[config.mk]
export PLATFORM = sky130hd
export DESIGN_NAME = load_store_unit
export DESIGN_NICKNAME = d
export VERILOG_FILES = /design/src/rtl/lsu_pkg.sv /design/src/rtl/lsu_extend.sv /design/src/rtl/load_store_unit.sv
export SDC_FILE = /design/constraint.sdc
export NUM_CORES = 1
export LEC_CHECK = 0
export ABC_AREA = 0
export CORE_ASPECT_RATIO = 1.25
export CORE_MARGIN = 2
export CORE_UTILIZATION = 30
export CTS_CLUSTER_DIAMETER = 80
export DETAILED_ROUTE_END_ITERATION = 6
export PLACE_DENSITY_LB_ADDON = 0.1
export SLEW_MARGIN = 20
export SYNTH_ARGS = -nofsm -noshare
export SYNTH_HDL_FRONTEND = slang
export SYNTH_SLANG_ARGS = --single-unit
[constraint.sdc]
create_clock -name clk -period 3.9 [get_ports clk]
set_input_delay 0.585 -clock clk [delete_from_list [all_inputs] [get_ports clk]]
set_output_delay 0.585 -clock clk [all_outputs]
set_load 0.05 [all_outputs]
[src/rtl/lsu_pkg.sv]
// Shared definitions for the byte-serial load/store unit: size encodings,
// FSM state type and the default data-memory size.
package lsu_pkg;

  localparam logic [1:0] SZ_BYTE = 2'b00;
  localparam logic [1:0] SZ_HALF = 2'b01;
  localparam logic [1:0] SZ_WORD = 2'b10;

  localparam int DEF_MEM_BYTES = 128;

  typedef enum logic [1:0] {
    ST_IDLE   = 2'b00,
    ST_ACCESS = 2'b01,
    ST_DONE   = 2'b10
  } lsu_state_t;

  // Bytes moved by an access of the given size (illegal size reports 4;
  // such accesses are rejected before any beat is issued).
  function automatic logic [2:0] size_bytes(input logic [1:0] sz);
    case (sz)
      SZ_BYTE: size_bytes = 3'd1;
      SZ_HALF: size_bytes = 3'd2;
      default: size_bytes = 3'd4;
    endcase
  endfunction

endpackage

[src/rtl/lsu_extend.sv]
// Load-result formatter: sign- or zero-extends the assembled little-endian
// load data according to the access size.
module lsu_extend
  import lsu_pkg::*;
(
  input  logic [31:0] raw,
  input  logic [1:0]  size,
  input  logic        sign_ext,
  output logic [31:0] rdata
);

  always_comb begin
    rdata = raw;
    case (size)
      SZ_BYTE: rdata = {{24{sign_ext & raw[7]}}, raw[7:0]};
      SZ_HALF: rdata = {{16{sign_ext & raw[15]}}, raw[15:0]};
      default: rdata = raw;
    endcase
  end

endmodule

[src/rtl/load_store_unit.sv]
// Byte-serial load/store unit: one CPU access becomes 1, 2 or 4 byte beats
// on an asynchronous-read byte memory, little-endian.
module load_store_unit
  import lsu_pkg::*;
#(
  parameter int MEM_BYTES = DEF_MEM_BYTES
) (
  input  logic        clk,
  input  logic        rst,
  input  logic        req,
  input  logic        we,
  input  logic [1:0]  size,
  input  logic        sign_ext,
  input  logic [31:0] addr,
  input  logic [31:0] wdata,
  output logic        busy,
  output logic        done,
  output logic        err,
  output logic [31:0] rdata,
  output logic [31:0] mem_addr,
  output logic        mem_re,
  output logic        mem_we,
  output logic [7:0]  mem_wdata,
  input  logic [7:0]  mem_rdata,
  output logic [1:0]  state_dbg
);

  // Handshake: req is sampled only in IDLE (busy=0); the access ends with a
  // single-cycle done (with err for rejected accesses), after which busy drops.

  localparam logic [32:0] MEM_LIMIT = 33'(MEM_BYTES);

  lsu_state_t  state_q, state_d;
  logic [1:0]  beat_q;
  logic        we_q, sext_q, err_q;
  logic [1:0]  size_q;
  logic [31:0] addr_q, wdata_q, raw_q, rdata_q, ext_out;
  logic [2:0]  n_in, n_q;
  logic [1:0]  last_beat;
  logic        legal_in, aligned_in;
  logic [32:0] end_in;

  assign n_in = size_bytes(size);
  assign n_q  = size_bytes(size_q);
  assign last_beat = n_q[1:0] - 2'd1;

  // 33-bit end address so accesses wrapping past 0xFFFFFFFF are rejected.
  assign end_in = {1'b0, addr} + {30'b0, n_in};

  always_comb begin
    aligned_in = 1'b1;
    case (size)
      SZ_HALF: aligned_in = ~addr[0];
      SZ_WORD: aligned_in = (addr[1:0] == 2'b00);
      default: aligned_in = 1'b1;
    endcase
  end

  assign legal_in = (size != 2'b11) && aligned_in && (end_in <= MEM_LIMIT);

  always_comb begin
    state_d = state_q;
    case (state_q)
      ST_IDLE:   if (req) state_d = legal_in ? ST_ACCESS : ST_DONE;
      ST_ACCESS: if (beat_q == last_beat) state_d = ST_DONE;
      ST_DONE:   state_d = ST_IDLE;
      default:   state_d = ST_IDLE;
    endcase
  end

  always_ff @(posedge clk) begin
    if (rst) begin
      state_q <= ST_IDLE;
      beat_q  <= 2'd0;
      we_q    <= 1'b0;
      sext_q  <= 1'b0;
      err_q   <= 1'b0;
      size_q  <= SZ_BYTE;
      addr_q  <= 32'd0;
      wdata_q <= 32'd0;
      raw_q   <= 32'd0;
      rdata_q <= 32'd0;
    end else begin
      state_q <= state_d;
      case (state_q)
        ST_IDLE: begin
          if (req) begin
            we_q    <= we;
            size_q  <= size;
            sext_q  <= sign_ext;
            addr_q  <= addr;
            wdata_q <= wdata;
            err_q   <= ~legal_in;
            beat_q  <= 2'd0;
            raw_q   <= 32'd0;
          end
        end
        ST_ACCESS: begin
          if (!we_q) raw_q[{beat_q, 3'b000} +: 8] <= mem_rdata;
          beat_q <= beat_q + 2'd1;
        end
        ST_DONE: begin
          if (!we_q && !err_q) rdata_q <= ext_out;
        end
        default: ;
      endcase
    end
  end

  lsu_extend u_extend (
    .raw      (raw_q),
    .size     (size_q),
    .sign_ext (sext_q),
    .rdata    (ext_out)
  );

  // Strobes are gated by rst so a reset during a beat cancels that beat's write.
  assign mem_re    = (state_q == ST_ACCESS) && !we_q && !rst;
  assign mem_we    = (state_q == ST_ACCESS) && we_q && !rst;
  assign mem_addr  = (state_q == ST_ACCESS) ? addr_q + {30'b0, beat_q} : 32'd0;
  assign mem_wdata = (state_q == ST_ACCESS) ? wdata_q[{beat_q, 3'b000} +: 8] : 8'd0;

  assign busy  = (state_q != ST_IDLE);
  assign done  = (state_q == ST_DONE);
  assign err   = (state_q == ST_DONE) && err_q;
  assign rdata = (state_q == ST_DONE && !we_q && !err_q) ? ext_out : rdata_q;
  assign state_dbg = state_q;

endmodule

# After elaboration in Yosys (flattened, before gate mapping)

Index checks and enable logic that the tools add are counted.
W data, S select, Z words.

Multipliers: 0
Equality and inequality tests: 10
Add/subtract/negate cells: 5
Order comparisons: 1
Bitwise gates (word level): 4
Multiplexer cells: 17
Div/mod/pow operators: 0
Shifts and indexed selects: 3
Reduce and logical (&&, ||, !) cells: 24

Operator list:

| kind                     | count |
|---|---|
| $mux W32                 | 4 |
| $pmux W32 S2             | 2 |
| $add A32 B3 Y33          | 1 |
| $le A33 B8 Y1 const B    | 1 |
| $add A32 B2 Y32          | 1 |
| $bwmux W32               | 1 |
| $shift A8 B7 Y32 const A | 1 |
| $shiftx A32 B6 Y8        | 1 |
| $shiftx A8 B7 Y32        | 1 |
| $pmux W2 S2              | 3 |
| $logic_and A1 B1 Y1      | 10 |
| $logic_not A2 Y1         | 4 |
| $mux W2                  | 4 |
| $mux W8                  | 1 |
| $ne A2 B2 Y1 const B     | 4 |
| $reduce_and A2 Y1        | 4 |
| $neg A5 Y7               | 1 |
| $eq A2 B1 Y1 const B     | 3 |
| $pmux W3 S2              | 1 |
| $eq A2 B2 Y1 const B     | 2 |
| $reduce_bool A2 Y1       | 2 |
| $logic_not A1 Y1         | 3 |
| $reduce_and A3 Y1        | 1 |
| $add A2 B1 Y2 const B    | 1 |
| other kinds (5)          | 7 |

Latch bits: 0
Register bits: 137
Memories: 0
Input port bits: 79
Memory bits (read-only): 0
Output and inout port bits: 79
Word-level logic and storage cells: 74
RAM bits: 0

# Depth between registers and ports, before layout

Gate-level depths: netlist of run 1.

Word-level depth: 8
Gate-level depth with buffers: 11
Depth with buffers taken out: 11

# Modules after synthesis

A second synthesis of run 1 with hierarchy kept.

Cells, all modules: 900
Area, all modules: 7,204.4 µm²

By module, submodules not included:

| module          | times used | cells each | seq. area each (µm²) | area an instance (µm²) |
|---|---|---|---|---|
| load_store_unit | 1          | 834        | 2,742.6              | 6,819.0 |
| lsu_extend      | 1          | 66         | 0.0                  | 385.4 |

# Least setup slack after synthesis of run 1

OpenSTA, ideal clock, no wires.

Path kind: register to output
From: register state_q[1], in the netlist state_dbg[1]
To: output rdata[10]
Setup slack: 0.131 ns
Cell stages (with the launch flop): 6
Arrival: 3.184 ns
Data required time: 3.315 ns
Buffers on the path: 1
Cell sequence: dfxtp_1 -> nor2b_1 -> nor3b_2 -> clkbuf_1 -> nor2_1 -> a21oi_1

Cells in the longest elaborated chain, start to end: 4

RTL lines:

| element                           | RTL line               | RTL |
|---|---|---|
| start, declared                   | load_store_unit.sv:33  | `lsu_state_t state_q, state_d;` |
| start signal, assigned            | load_store_unit.sv:84  | `state_q <= state_d;` |
| $eq A2 B2 Y1                      | n/a                    |  |
| via done                          | load_store_unit.sv:17  | `output logic done,` |
| $logic_and A1 B1 Y1 (2 in series) | load_store_unit.sv:126 | `assign rdata = (state_q == ST_DONE && !we_q && !err_q) ? ext_out : rdata_q;` |
| $mux W32                          | load_store_unit.sv:126 |  |
| end, declared                     | load_store_unit.sv:19  | `output logic [31:0] rdata,` |

The timed path passes the listed nets, and every way through them passes these cells.

# Final worst setup path of run 1

From: register beat_q[0]
To: output mem_addr[28]

Cells in the longest elaborated chain, start to end: 2

RTL lines:

| element                | RTL line               | RTL |
|---|---|---|
| start, declared        | load_store_unit.sv:34  | `logic [1:0] beat_q;` |
| start signal, assigned | load_store_unit.sv:100 | `beat_q <= beat_q + 2'd1;` |
| $add A32 B2 Y32        | load_store_unit.sv:120 | `assign mem_addr = (state_q == ST_ACCESS) ? addr_q + {30'b0, beat_q} : 32'd0;` |
| $mux W32               | load_store_unit.sv:120 |  |
| end, declared          | load_store_unit.sv:20  | `output logic [31:0] mem_addr,` |

No other way between the ends.

==> results.md, run 1 <==
- The routed length per instance is 15.9 um.
- The most used flip-flop cell after synthesis is dfxtp_1.
- In this run the tool buffered the top-level ports with 157 buffer cells.
- Counting every instance in the synthesized netlist gives 902.
- The worst register-to-register path begins at state_dbg[1].
- The path depth of the worst reg2reg path is 6.
- The leakage power figure is 3.34 nW.
- After filler insertion, the fill cell instance count of the layout stands at 2,342.
- Measured along the x axis, the die boundary spans 140 um.
- Summed over all layers, the global routing overflow is 0.
- After clock tree synthesis, the clock-pin slew on the worst setup and hold paths is 0.06 ns.
- The worst flop-to-flop path endpoint is raw_q[28].
- The number of global-route vias before repair is 6,390.
- Across all register-to-register paths, the minimum setup slack is 1.09 ns.
- The number of pins with negative max-slew slack in the final report is 0.
- The number of rows in the core area is 62.
- The core region is 22,900 um2.
- The clock network accounts for 41.0% of the total power.
- Leaving out fill and tap cells, the most frequent cells in the layout are 202 x nand2_1, 137 x dfxtp_1, 133 x clkdlybuf4s50_1.
- The maximum vdd ir drop is 0.269 mV.
- Detailed routing inserted a total of 6,635 vias.
- STA classifies the critical path startpoint as a flop.
- The pin slew with the least headroom to its limit is 0.869 ns.
- The setup path with the least slack is of type flop to output port.
- The net count of the finished layout is 1,140.
- For this run, the number of Yosys warnings is 0.
- No sink is reached through more buffers than the 2 on the longest clock path.
- The chip height is 174 um.
- Compared with the post-synthesis result, the final layout area differs by 37.0%.
- Of the available clock period, the critical path in the final layout requires 89.4%.
- Counting distinct cell types in the post-synthesis netlist gives 54.
- The number of levels in the clock H-tree is 4.
- The number of failing setup endpoints in the final timing report is 0.
- In this run the most critical hold path is launched from raw_q[21].
- The sum of negative setup slack is 0 ns.
- In this run switching power makes up 28.6% of total power.
- In this run the power density over the cells is 363 nW/um2.
- The final weighted congestion in routability-driven placement is 0.827.
- The largest net degree at the start of global routing is 80.
- After the first detailed-routing iteration, the DRC count stood at 315.
- In the final layout, the multi-input gates occupy 4000 um2.
- The buffer cell driving the clock tree root is clkbuf_16.
- The first global-routing pass estimated 34.7 mm of wire.
- The max-capacitance violation count is 0.
- The sequential cell area in the final layout is 2740 um2.
- The global-route usage over all layers is 17.7%.
- The layout cell share with drive strength beyond 1 is 9.95%.
- For the worst setup path, the data required time is 3.31 ns.
- The number of cells on the worst hold path is 2.
- The mapped netlist covers 6970 um2.
- Once detailed placement completed, the half-perimeter wirelength came to 15.4 mm.
- The highest net fanout along the worst path is 7.
- The synthesized design contains 0 enable-type register cells.
- The final antenna diode count is 0.
- The number of post-CTS setup repair buffers is 0.
- The total of hold buffers inserted after clock tree synthesis is 0.
- The area enclosed by the die boundary is 24,500 um2.
- Setup repair after global routing left no endpoint under its margin.
- The number of I/O pins is 158.
- The shortest clock period the worst path allows after layout is 3.49 ns.
- For this run, design rule violations remaining after detail routing come to 0.
- The internal power summed over all cells is 2.48 mW.
- For this design the total switching power over the nets is 993 uW.
- The register bit count reported by yosys is 137.
- The first detailed-routing pass took 5 iterations.
- The most common cell after layout, fill and taps aside is nand2_1.
- The average cell area after synthesis is 7.73 um2.
- The share of flip-flops with an asynchronous set or reset after synthesis is 0%.
- The number of nets with antenna violations after detailed routing is 0.
- The clock sink count is 137.
- The total nets after synthesis is 997.
- The worst hold path terminates at raw_q[21].
- The CTS tree is done.
- For this run, the top clock speed supported by timing is 287 MHz.
- The min-delay analysis places its worst path in the category flop to flop.
- Measured against its own limit, the worst slew margin works out to 42.1%.
- Dividing the detail-routed via count by the number of cells gives 4.94.
- The count of instances resized after the clock tree is built is 0.
- Of the total power, registers draw 43.2%.
- The final-layout worst hold slack is 0.449 ns.
- Clock skew on the completed layout was measured at 0.0111 ns.
- The detailed-route wire length is 21.4 mm.
- The number of buffers added by the clock tree synthesis step is 17.
- The initial antenna violation count is 0.
- The initial cell density of the core is 30.5%.
- The share of the Yosys chip area taken by registers is 39.3%.
- The run finished with clean final reports.
- The endpoint class of the critical path is an output port.
- The final-report hold violation count is 0.
- The clock latency of the later-clocked register in the worst-skew pair is 0.42 ns.
- The share of total power dissipated in combinational logic is 15.8%.
- Data on the critical path arrives at its endpoint at 2.90 ns.
==> cell families after synthesis <==
group | synth area share [%]
buf+inv | 3.52
compound gates | 15.1
flops | 39.3
fa+ha+maj | 3.09
simple gates | 30.0
xor+xnor | 4.40
mux | 4.45
==> stage by stage <==
step           power (mW)  area, um2  instances  utilization [%]  setup slack, ns
4_1_cts              3.51       9550       1343             41.7            0.357
5_1_grt              3.63       9550       1343             41.7            0.105
3_5_place_dp         2.08       9040       1314             39.5          0.00344
2_1_floorplan        1.84       6970        902                -            0.131
3_3_place_gp         2.08       9040       1314             39.5           0.0461
6_report             3.47       9550       1343             41.7            0.412
==> layer usage <==
layer  share of wire (%)  up-vias  wire (um)  GRT usage, %
li1                    -     3370          -             -
met1                  44     3101       9530          22.3
met5                   0        -          0             0
met3                 3.7       21        793          3.28
met2                  50      143      10800          31.1
met4                 1.5        0        312          4.67
==> registers in the layout, summed over array words and instances (netlist names) <==
name       count
we_q           1
sext_q         1
wdata_q       32
err_q          1
beat_q         2
addr_q        32
size_q         2
raw_q         32
state_dbg      2
rdata_q       32
==> cell usage after synthesis (all sizes together) (16+ instances only) <==
cell    count  area, um2
nand3      37        185
nand2     203        762
a21oi     118        591
nand4      19        125
a22oi      16        120
o21ai      23        119
nor2b      42        263
clkbuf     43        161
dfxtp     137       2740
xor2       19        166
xnor2      16        140
nor2       87        327
==> power groups by stage <==
stage	logic (mW)	registers, mW	clock network [mW]
after floorplan	0.323	1.52	0
after global placement	0.550	1.53	0
after detailed placement	0.551	1.53	0
after CTS	0.553	1.50	1.46
after global routing	0.599	1.51	1.52
final	0.547	1.50	1.42
==> layout make-up <==
class	instances	area share, %
Multi-Input combinational cell	700	41.8
Sequential cell	137	28.7
Timing Repair Buffer	174	19.8
Clock buffer	17	4.45
Tap cell	288	3.77
Clock inverter	12	0.839
Inverter	15	0.590
==> how the worst max path moves through the flow <==
| stage | start | endpoint | slack [ns] | depth (start not counted) |
|---|---|---|---|---|
| 3_3_place_gp | size[0] | err_q | 0.05 | 12 |
| 5_1_grt | beat_q[0] | mem_addr[28] | 0.10 | 11 |
| 3_5_place_dp | size[1] | state_dbg[1] | 0.003 | 12 |
| 2_1_floorplan | state_dbg[1] | rdata[10] | 0.13 | 5 |
| 6_report | beat_q[0] | mem_addr[28] | 0.41 | 11 |
| 4_1_cts | beat_q[0] | mem_addr[28] | 0.36 | 11 |
==> critical path: stages, from the launching register on <==
cell	delay [ns]
dfxtp_1	0.34
ha_1	0.20
fa_1	0.24
nand4_1	0.20
nor3_1	0.22
buf_4	0.19
nand2_1	0.20
nor3_1	0.30
nand2_1	0.10
xor2_1	0.16
nor2_1	0.18
buf_12	0.17
Power figures use the tool's default switching activity.
==> run 2: changes to the inputs <==
Settings changed: SLEW_MARGIN 20 to 0.
==> results of run 2 <==
No change in the layout: final DEF, timing and power equal those of run 1.
